[src/rtl/hazard_fwd_ctrl_pkg.sv]
// Shared definitions for the forwarding/hazard controller.
//   sel_t      : operand-mux select codes driven onto m2/m3
//   REG_AW_DEF : default register address width (16 architectural registers)
package hazard_fwd_ctrl_pkg;

    localparam int REG_AW_DEF = 4;

    // 2'b10 is reserved and never driven.
    typedef enum logic [1:0] {
        SEL_REG = 2'b00,  // register-file operand from buffer2
        SEL_ALU = 2'b01,  // ALU result from buffer3
        SEL_WB  = 2'b11   // m5 writeback value
    } sel_t;

endpackage

[src/rtl/hazard_fwd_ctrl_slot_reg.sv]
// One scoreboard slot: {valid, dst, wen, load} of one in-flight instruction.
//   clk, reset     : clock, synchronous active-high reset (clears the slot)
//   hold           : freeze the slot contents
//   bubble         : load an empty slot instead of the next_* fields
//   next_*         : fields captured on a non-held, non-bubble edge
//   valid/dst/wen/load : current slot contents
module hazard_fwd_ctrl_slot_reg #(
    parameter int REG_AW = 4
) (
    input  logic              clk,
    input  logic              reset,
    input  logic              hold,
    input  logic              bubble,
    input  logic              next_valid,
    input  logic [REG_AW-1:0] next_dst,
    input  logic              next_wen,
    input  logic              next_load,
    output logic              valid,
    output logic [REG_AW-1:0] dst,
    output logic              wen,
    output logic              load
);

    always_ff @(posedge clk) begin
        if (reset) begin
            valid <= 1'b0;
            dst   <= '0;
            wen   <= 1'b0;
            load  <= 1'b0;
        end else if (!hold) begin
            if (bubble) begin
                valid <= 1'b0;
                dst   <= '0;
                wen   <= 1'b0;
                load  <= 1'b0;
            end else begin
                valid <= next_valid;
                dst   <= next_dst;
                wen   <= next_wen;
                load  <= next_load;
            end
        end
    end

endmodule

[src/rtl/hazard_fwd_ctrl.sv]
// Forwarding / hazard controller for the 16-bit pipeline.
// Keeps an EX/MEM/WB scoreboard of in-flight destination registers and
// produces registered select codes for operand muxes m2 (operand 1) and
// m3 (operand 2) for the instruction in EX. Detects load-use hazards and
// raises a combinational one-cycle stall while a bubble enters EX.
// Ports:
//   in_clk, in_reset           : clock, synchronous active-high reset
//   in_id_valid                : decode holds a valid instruction
//   in_id_src1/src2, use1/use2 : decode source registers and read enables
//   in_id_dst, in_id_wen       : decode destination register and write enable
//   in_id_load                 : decode instruction is a load
//   in_flush                   : taken branch, kill decode and EX
//   in_hold                    : global freeze, all state holds
//   out_cntrl_m2/m3            : select codes for the instruction in EX
//   out_stall                  : hold PC/decode this cycle (combinational)
//   out_stall_cnt              : saturating count of non-held stall cycles
module hazard_fwd_ctrl
    import hazard_fwd_ctrl_pkg::*;
#(
    parameter int REG_AW  = REG_AW_DEF,
    parameter bit R0_ZERO = 1'b1,
    parameter int CNT_W   = 16
) (
    input  logic              in_clk,
    input  logic              in_reset,
    input  logic              in_id_valid,
    input  logic [REG_AW-1:0] in_id_src1,
    input  logic [REG_AW-1:0] in_id_src2,
    input  logic              in_id_use1,
    input  logic              in_id_use2,
    input  logic [REG_AW-1:0] in_id_dst,
    input  logic              in_id_wen,
    input  logic              in_id_load,
    input  logic              in_flush,
    input  logic              in_hold,
    output logic [1:0]        out_cntrl_m2,
    output logic [1:0]        out_cntrl_m3,
    output logic              out_stall,
    output logic [CNT_W-1:0]  out_stall_cnt
);

    logic              ex_valid,  mem_valid,  wb_valid;
    logic [REG_AW-1:0] ex_dst,    mem_dst,    wb_dst;
    logic              ex_wen,    mem_wen,    wb_wen;
    logic              ex_load,   mem_load,   wb_load;

    logic ex_bubble;
    logic ex_hit1, ex_hit2, mem_hit1, mem_hit2;
    logic stall, capture;
    sel_t m2_next, m3_next, m2_q, m3_q;
    logic [CNT_W-1:0] cnt_q;

    // A slot produces src when it holds a valid writer of that register.
    // Register 0 is never a producer when it is hardwired to zero.
    function automatic logic slot_match(
        input logic              valid,
        input logic              wen,
        input logic [REG_AW-1:0] dst,
        input logic [REG_AW-1:0] src
    );
        return valid && wen && (dst == src) && !(R0_ZERO && (src == '0));
    endfunction

    // Decode fields enter EX only when decode is valid, not stalled and not flushed.
    assign ex_bubble = !capture;

    hazard_fwd_ctrl_slot_reg #(.REG_AW(REG_AW)) u_ex_slot (
        .clk        (in_clk),
        .reset      (in_reset),
        .hold       (in_hold),
        .bubble     (ex_bubble),
        .next_valid (in_id_valid),
        .next_dst   (in_id_dst),
        .next_wen   (in_id_wen),
        .next_load  (in_id_load),
        .valid      (ex_valid),
        .dst        (ex_dst),
        .wen        (ex_wen),
        .load       (ex_load)
    );

    hazard_fwd_ctrl_slot_reg #(.REG_AW(REG_AW)) u_mem_slot (
        .clk        (in_clk),
        .reset      (in_reset),
        .hold       (in_hold),
        .bubble     (1'b0),
        .next_valid (ex_valid),
        .next_dst   (ex_dst),
        .next_wen   (ex_wen),
        .next_load  (ex_load),
        .valid      (mem_valid),
        .dst        (mem_dst),
        .wen        (mem_wen),
        .load       (mem_load)
    );

    hazard_fwd_ctrl_slot_reg #(.REG_AW(REG_AW)) u_wb_slot (
        .clk        (in_clk),
        .reset      (in_reset),
        .hold       (in_hold),
        .bubble     (1'b0),
        .next_valid (mem_valid),
        .next_dst   (mem_dst),
        .next_wen   (mem_wen),
        .next_load  (mem_load),
        .valid      (wb_valid),
        .dst        (wb_dst),
        .wen        (wb_wen),
        .load       (wb_load)
    );

    // The WB slot completes the scoreboard but a producer there is already
    // visible through the register file, so nothing forwards from it.
    logic unused_slot_bits;
    assign unused_slot_bits = ^{wb_valid, wb_dst, wb_wen, wb_load, mem_load};

    always_comb begin
        ex_hit1  = in_id_use1 && slot_match(ex_valid,  ex_wen,  ex_dst,  in_id_src1);
        ex_hit2  = in_id_use2 && slot_match(ex_valid,  ex_wen,  ex_dst,  in_id_src2);
        mem_hit1 = in_id_use1 && slot_match(mem_valid, mem_wen, mem_dst, in_id_src1);
        mem_hit2 = in_id_use2 && slot_match(mem_valid, mem_wen, mem_dst, in_id_src2);

        // A load in EX cannot feed the next instruction; flush overrides the stall.
        stall   = in_id_valid && ex_load && (ex_hit1 || ex_hit2) && !in_flush;
        capture = in_id_valid && !stall && !in_flush;

        // Nearest producer wins: EX (ALU result) before MEM (writeback value).
        m2_next = SEL_REG;
        m3_next = SEL_REG;
        if (capture) begin
            if (ex_hit1)       m2_next = SEL_ALU;
            else if (mem_hit1) m2_next = SEL_WB;
            if (ex_hit2)       m3_next = SEL_ALU;
            else if (mem_hit2) m3_next = SEL_WB;
        end
    end

    always_ff @(posedge in_clk) begin
        if (in_reset) begin
            m2_q  <= SEL_REG;
            m3_q  <= SEL_REG;
            cnt_q <= '0;
        end else if (!in_hold) begin
            m2_q <= m2_next;
            m3_q <= m3_next;
            if (stall && (cnt_q != {CNT_W{1'b1}})) begin
                cnt_q <= cnt_q + CNT_W'(1);
            end
        end
    end

    assign out_cntrl_m2  = m2_q;
    assign out_cntrl_m3  = m3_q;
    assign out_stall     = stall;
    assign out_stall_cnt = cnt_q;

endmodule

[config.mk]
export PLATFORM = sky130hd
export DESIGN_NAME = hazard_fwd_ctrl
export DESIGN_NICKNAME = d
export VERILOG_FILES = /design/src/rtl/hazard_fwd_ctrl_pkg.sv /design/src/rtl/hazard_fwd_ctrl_slot_reg.sv /design/src/rtl/hazard_fwd_ctrl.sv
export SDC_FILE = /design/constraint.sdc
export NUM_CORES = 1
export LEC_CHECK = 0
export CORE_UTILIZATION = 43
export CTS_BUF_LIST = sky130_fd_sc_hd__clkbuf_4 sky130_fd_sc_hd__clkbuf_8
export DETAILED_ROUTE_END_ITERATION = 10
export PLACE_DENSITY_LB_ADDON = 0.08
export SETUP_SLACK_MARGIN = 0.3
export SLEW_MARGIN = 20
export SYNTH_ARGS = -nofsm -noshare
export SYNTH_HDL_FRONTEND = slang
export SYNTH_SLANG_ARGS = --single-unit
[constraint.sdc]
create_clock -name in_clk -period 3.4 [get_ports in_clk]
set_input_delay 1.02 -clock in_clk [delete_from_list [all_inputs] [get_ports in_clk]]
set_output_delay 1.02 -clock in_clk [all_outputs]
set_load 0.03 [all_outputs]
== Word level (Yosys, flattened, before mapping) ==
Cells that the tools add are included.
Widths: inputs -> output; s select.
Word-level totals
  bits in latches: 0
  output and inout bits: 21
  ROM bits: 0
  RAM bits: 0
  memories kept: 0
  word-level logic and storage cells: 55
  input bits: 21
  register bits after elaboration: 33
Operators by class
  order comparisons: 0
  equality and inequality tests: 5
  add/subtract/negate cells: 1
  shifts and indexed selects: 0
  multiplexer cells: 10
  divide/modulo/power cells: 0
  bitwise gates (word level): 1
  multipliers: 0
  reductions and logical operators: 28
Operator list (count)
  $logic_and 1x1->1: 20
  $add 16x1->16 const B: 1
  $eq 4x4->1: 4
  $ne 16x16->1 const B: 1
  $mux 2: 6
  $logic_not 4->1: 2
  $logic_not 1->1: 4
  $mux 4: 1
  $mux 1: 3
  $reduce_and 2->1: 1
  $logic_or 1x1->1: 1
  $not 1->1: 1

== Logic depth before layout (Yosys ltp) ==
  depth in word-level cells: 11
  depth in mapped cells: 8
  depth with buffers taken out: 7

== By module ==
From an unflattened synthesis, not the netlist that was laid out.
Unflattened totals
  cells, all modules: 220
  area, all modules: 1864.3 µm²
By module, submodules not included
  hazard_fwd_ctrl: cells each 156, seq. area each 400.4 µm², instances 1, area each 1301.2 µm²
  hazard_fwd_ctrl_slot_reg: cells each 32, seq. area each 140.1 µm², instances 2, area each 281.5 µm²

== Worst setup path before layout ==
No wires, ideal clock.
  kind: input to output
  start: input in_id_src2[0]
  end: output out_stall
  arrival: 2238 ps
  data required time: 2380 ps
  stages: 4
  setup slack: 142 ps
  buffers on the path: 0
  path through: or2_2 > o21ai_0 > nand2_2 > a21oi_1
On the way
  longest elaborated chain between the ends: 7
  elaborated cells on any way between the ends: 9
  those cells by class: eq/ne (1); reduce/logical (8)
RTL lines
  start: declaration: line hazard_fwd_ctrl.sv:28  | input logic [REG_AW-1:0] in_id_src2,
  $eq 4x4->1 or $logic_not 4->1 (tied branches): line hazard_fwd_ctrl.sv:61  | return valid && wen && (dst == src) && !(R0_ZERO && (src == '0));
  $logic_and 1x1->1 or $logic_not 1->1 (tied branches): line hazard_fwd_ctrl.sv:61
  $logic_and 1x1->1 *: line hazard_fwd_ctrl.sv:61
  $logic_and 1x1->1 *: line hazard_fwd_ctrl.sv:119  | ex_hit2 = in_id_use2 && slot_match(ex_valid, ex_wen, ex_dst, in_id_src2);
  $logic_or 1x1->1 *: line hazard_fwd_ctrl.sv:124  | stall = in_id_valid && ex_load && (ex_hit1 || ex_hit2) && !in_flush;
  $logic_and 1x1->1 * (2 in a row): line hazard_fwd_ctrl.sv:124
  end: declaration: line hazard_fwd_ctrl.sv:38  | output logic out_stall,
Mark *: on every way between the ends. The rest lies on a longest branch, timed or not.

== Final worst setup path ==
  start: input in_id_src1[3]
  end: output out_stall
On the way
  longest elaborated chain between the ends: 7
  elaborated cells on any way between the ends: 9
  those cells by class: eq/ne (1); reduce/logical (8)
RTL lines
  start: declaration: line hazard_fwd_ctrl.sv:27  | input logic [REG_AW-1:0] in_id_src1,
  $eq 4x4->1 or $logic_not 4->1 (tied branches): line hazard_fwd_ctrl.sv:61
  $logic_and 1x1->1 or $logic_not 1->1 (tied branches): line hazard_fwd_ctrl.sv:61
  $logic_and 1x1->1 *: line hazard_fwd_ctrl.sv:61
  $logic_and 1x1->1 *: line hazard_fwd_ctrl.sv:118  | ex_hit1 = in_id_use1 && slot_match(ex_valid, ex_wen, ex_dst, in_id_src1);
  $logic_or 1x1->1 *: line hazard_fwd_ctrl.sv:124
  $logic_and 1x1->1 * (2 in a row): line hazard_fwd_ctrl.sv:124
Marked as above.

==> flow_summary.toml <==
[yosys]
synth_edf_count = 0
synth_top_area_cell = "dfxtp_1"
ys_types = 49
syn-cell-area_um2 = 1760
async_reset_ff_share_pct = 0
ys_ff_latch = 33
syn_inst = 188
synth_nets = 210
ys_seq_area_share_pct = 37.6
synth_area_leaders = "dfxtp_1, xnor2_1, nand3_1, nor2_1, mux2i_1"
yosys_warnings = 0
synth_top_area_share_pct = 37.6
synth_ff_type = "dfxtp_1"
syn_avg_cell_area_um2 = 9.36

[power_and_ir_drop]
clkPwrFrac_pct = 38.5
p_seq_share_pct = 50.6
sw_frac_of_total_pct = 22.0
p_leak_nw = 0.951
comb_power_share_pct = 10.9
pwr_density_cell_nw_per_um2 = 309
p_sw_mw = 0.172
ir_drop_mv = 0.180
internal-power_mw = 0.608

[timing]
relSlewSlack_pct = 45.6
rsz0062_at_grt = "no"
finClkSkew_ns = 0.00610
finalWorstSetupSlack_ns = 0.272
hold_viol_final = 0
max_freq_ghz = 0.320
worst_pin_slew_ns = 0.815
setup_viol = 0
fin_setup_tns_ns = 0
fin_crit_ns = 3.13
finalMaxSlewViolations = 0
post-route-period-util_pct = 92.0

[placed_design]
dp_slack_ns = -0.227
hpwl_um = 3220
port-buffer-count = 41
gp_congestion = 0.866

[setup_path]
ff2ff_path_depth = 9
r2r_end = "out_stall_cnt[5]"
crit_top_cell = "buf_6"
r2r_setup_slack_ns = 1.06
slowest_delay_ns = 0.41
path_cells = "buf_6 > xnor2_1 > nand3_2 > or3_4 > a21oi_4 > buf_6"
crit_path_end = "out_stall"
path_max_fanout = 2
cp.arrival_ns = 2.11
worst_setup_path_end_kind = "output pin"
startpoint_type = "input pin"
crit_slowest_cell = "or3_4"
startpoint = "in_id_src1[3]"
crit_required_ns = 2.38
r2r-start = "u_ex_slot.dst[2]"
crit_type = "in -> out"

[clock_tree]
cts_buffer_depth = 2
htreeDepth = 2
cts_buffers = 5
worst_skew_pair.late_latency_ns = 0.28
clock-sinks = 33
clk_pin_slew_ns = 0.06
cts_root_buf = "clkbuf_8"
cts_tree = "yes"

[global_routing]
grt_usage_pct = 21.8
antenna_found_initial = 0
grt_max_degree = 26
grt_pass1_vias = 1571
grt_pass1_wl_um = 7130
overflow = 0

[floorplanning]
num_rows = 22
dieWidth_um = 66.0
io_pins = 42
die_h_um = 66.0
start_util_pct = 46.3
die-area_um2 = 4350
coreArea_um2 = 3800

[final_layout]
area_growth_pct = 43.4
fin_nets = 272
antennaDiodeCount = 0
final_layout_size_suffix_gt1_share_pct = 27.1

[detailed_routing]
drc_errors = 0
wire_per_inst_um = 15.1
vias = 1643
first_pass_iters = 4
vias_per_cell = 5.49
routed_wl_um = 4510
drtAntennaViolNets = 0
drt_iter0_markers = 126

[hold_path]
hold_depth = 1
hold_class = "reg -> reg"

[outcome]
status = "complete, no violations"

[flow_run]
drv_cap = 0
placed cells by master, fill, tap and decap left out, types with 3 or more instances in the layout:
master            n
a21o_1            4
mux2i_1           7
a21oi_1          10
nand3_1          13
clkbuf_4          3
dfxtp_1          33
clkbuf_8          5
nand4_1           7
nor3_1            4
nand2_1           3
nor2_1           20
buf_6             5
buf_4            22
xnor2_1          16
a22o_1            7
clkdlybuf4s50_1  30
and3_1            4
logic make-up after synthesis:
family                   count (synthesis)  share of synthesized area (%)
buffers and inverters                   10                           3.63
XOR/XNOR                                22                           11.4
flip-flops                              33                           37.6
AND/OR/NAND/NOR                         76                           24.8
AO/OA/AOI/OAI                           37                           16.5
adder cells (fa/ha/maj)                  1                          0.711
multiplexers                             9                           5.48
layout make-up:
class	instances	area (um^2)
Multi-Input combinational cell	145	1130
Inverter	2	7.51
Clock buffer	8	91.3
Fill cell	291	1280
Tap cell	48	60.1
Timing Repair Buffer	63	576
Sequential cell	33	661
power by group through the flow:
| stage | Clock, mW | Combinational, mW | Sequential (mW) |
|---|---|---|---|
| floorplan | 0 | 0.0315 | 0.401 |
| global placement | 0 | 0.0725 | 0.402 |
| detailed placement | 0 | 0.0747 | 0.403 |
| CTS | 0.310 | 0.0763 | 0.394 |
| global route | 0.327 | 0.0910 | 0.395 |
| finish | 0.300 | 0.0852 | 0.395 |
synthesized netlist by cell type, drive strengths merged (4+ instances only):
library cell	instances
nand2	5
and3	5
nand4	9
a22o	8
a21oi	14
nor2	21
buf	4
xnor2	19
dfxtp	33
nand3	15
mux2i	7
nor3	4
a21o	4
clkbuf	4
flip-flops by register name (all words and copies together), names as in the netlist:
signal,cells
out_cntrl_m3,2
u_mem_slot.dst,4
out_cntrl_m2,2
out_stall_cnt,16
u_ex_slot.wen,1
u_mem_slot.wen,1
u_ex_slot.valid,1
u_ex_slot.dst,4
u_ex_slot.load,1
u_mem_slot.valid,1
worst max-delay path: cells and delay by family:
kind / cells / cell delay, ns
buffers and inverters: 2 / 0.24
XOR/XNOR: 1 / 0.19
AND/OR/NAND/NOR: 2 / 0.52
AO/OA/AOI/OAI: 1 / 0.14
metrics by stage:
stage | instance area, um^2 | util (%) | power [mW] | cells | hold WS (ns)
3_5_place_dp | 2290 | 60.4 | 0.477 | 285 | 0.462
4_1_cts | 2430 | 63.9 | 0.781 | 296 | 0.477
2_1_floorplan | 1760 | - | 0.433 | 188 | 0.470
5_1_grt | 2520 | 66.4 | 0.813 | 299 | 0.503
3_3_place_gp | 2290 | 60.4 | 0.475 | 285 | 0.459
6_report | 2520 | 66.4 | 0.780 | 299 | 0.481
routing by layer:
layer | share of wire, % | routed length (um) | track usage, %
met3 | 3.8 | 170 | 5.34
met2 | 52 | 2340 | 39.7
met4 | 1.4 | 63 | 8.24
met1 | 43 | 1930 | 24.1
met5 | 0 | 0 | 0
what timing repair did:
item | 4_1_cts | 5_1_grt
endpoints found under the setup margin | 1 | 1
resized for setup | 41 | 16
buffers inserted | 3 | 3
hold buffers | 0 | 0
pin swaps | 11 | 11
worst min-delay path by stage:
| stage | start | slack (ns) | endpoint |
|---|---|---|---|
| after CTS | out_cntrl_m3[1] | 0.48 | out_cntrl_m3[1] |
| after detailed placement | out_cntrl_m3[1] | 0.46 | out_cntrl_m3[1] |
| after floorplan | u_ex_slot.valid | 0.47 | u_ex_slot.valid |
| after global placement | out_cntrl_m3[1] | 0.46 | out_cntrl_m3[1] |
| final | out_cntrl_m3[1] | 0.48 | out_cntrl_m3[1] |
| after global routing | out_cntrl_m3[1] | 0.50 | out_cntrl_m3[1] |
Power figures use the tool's default switching activity.
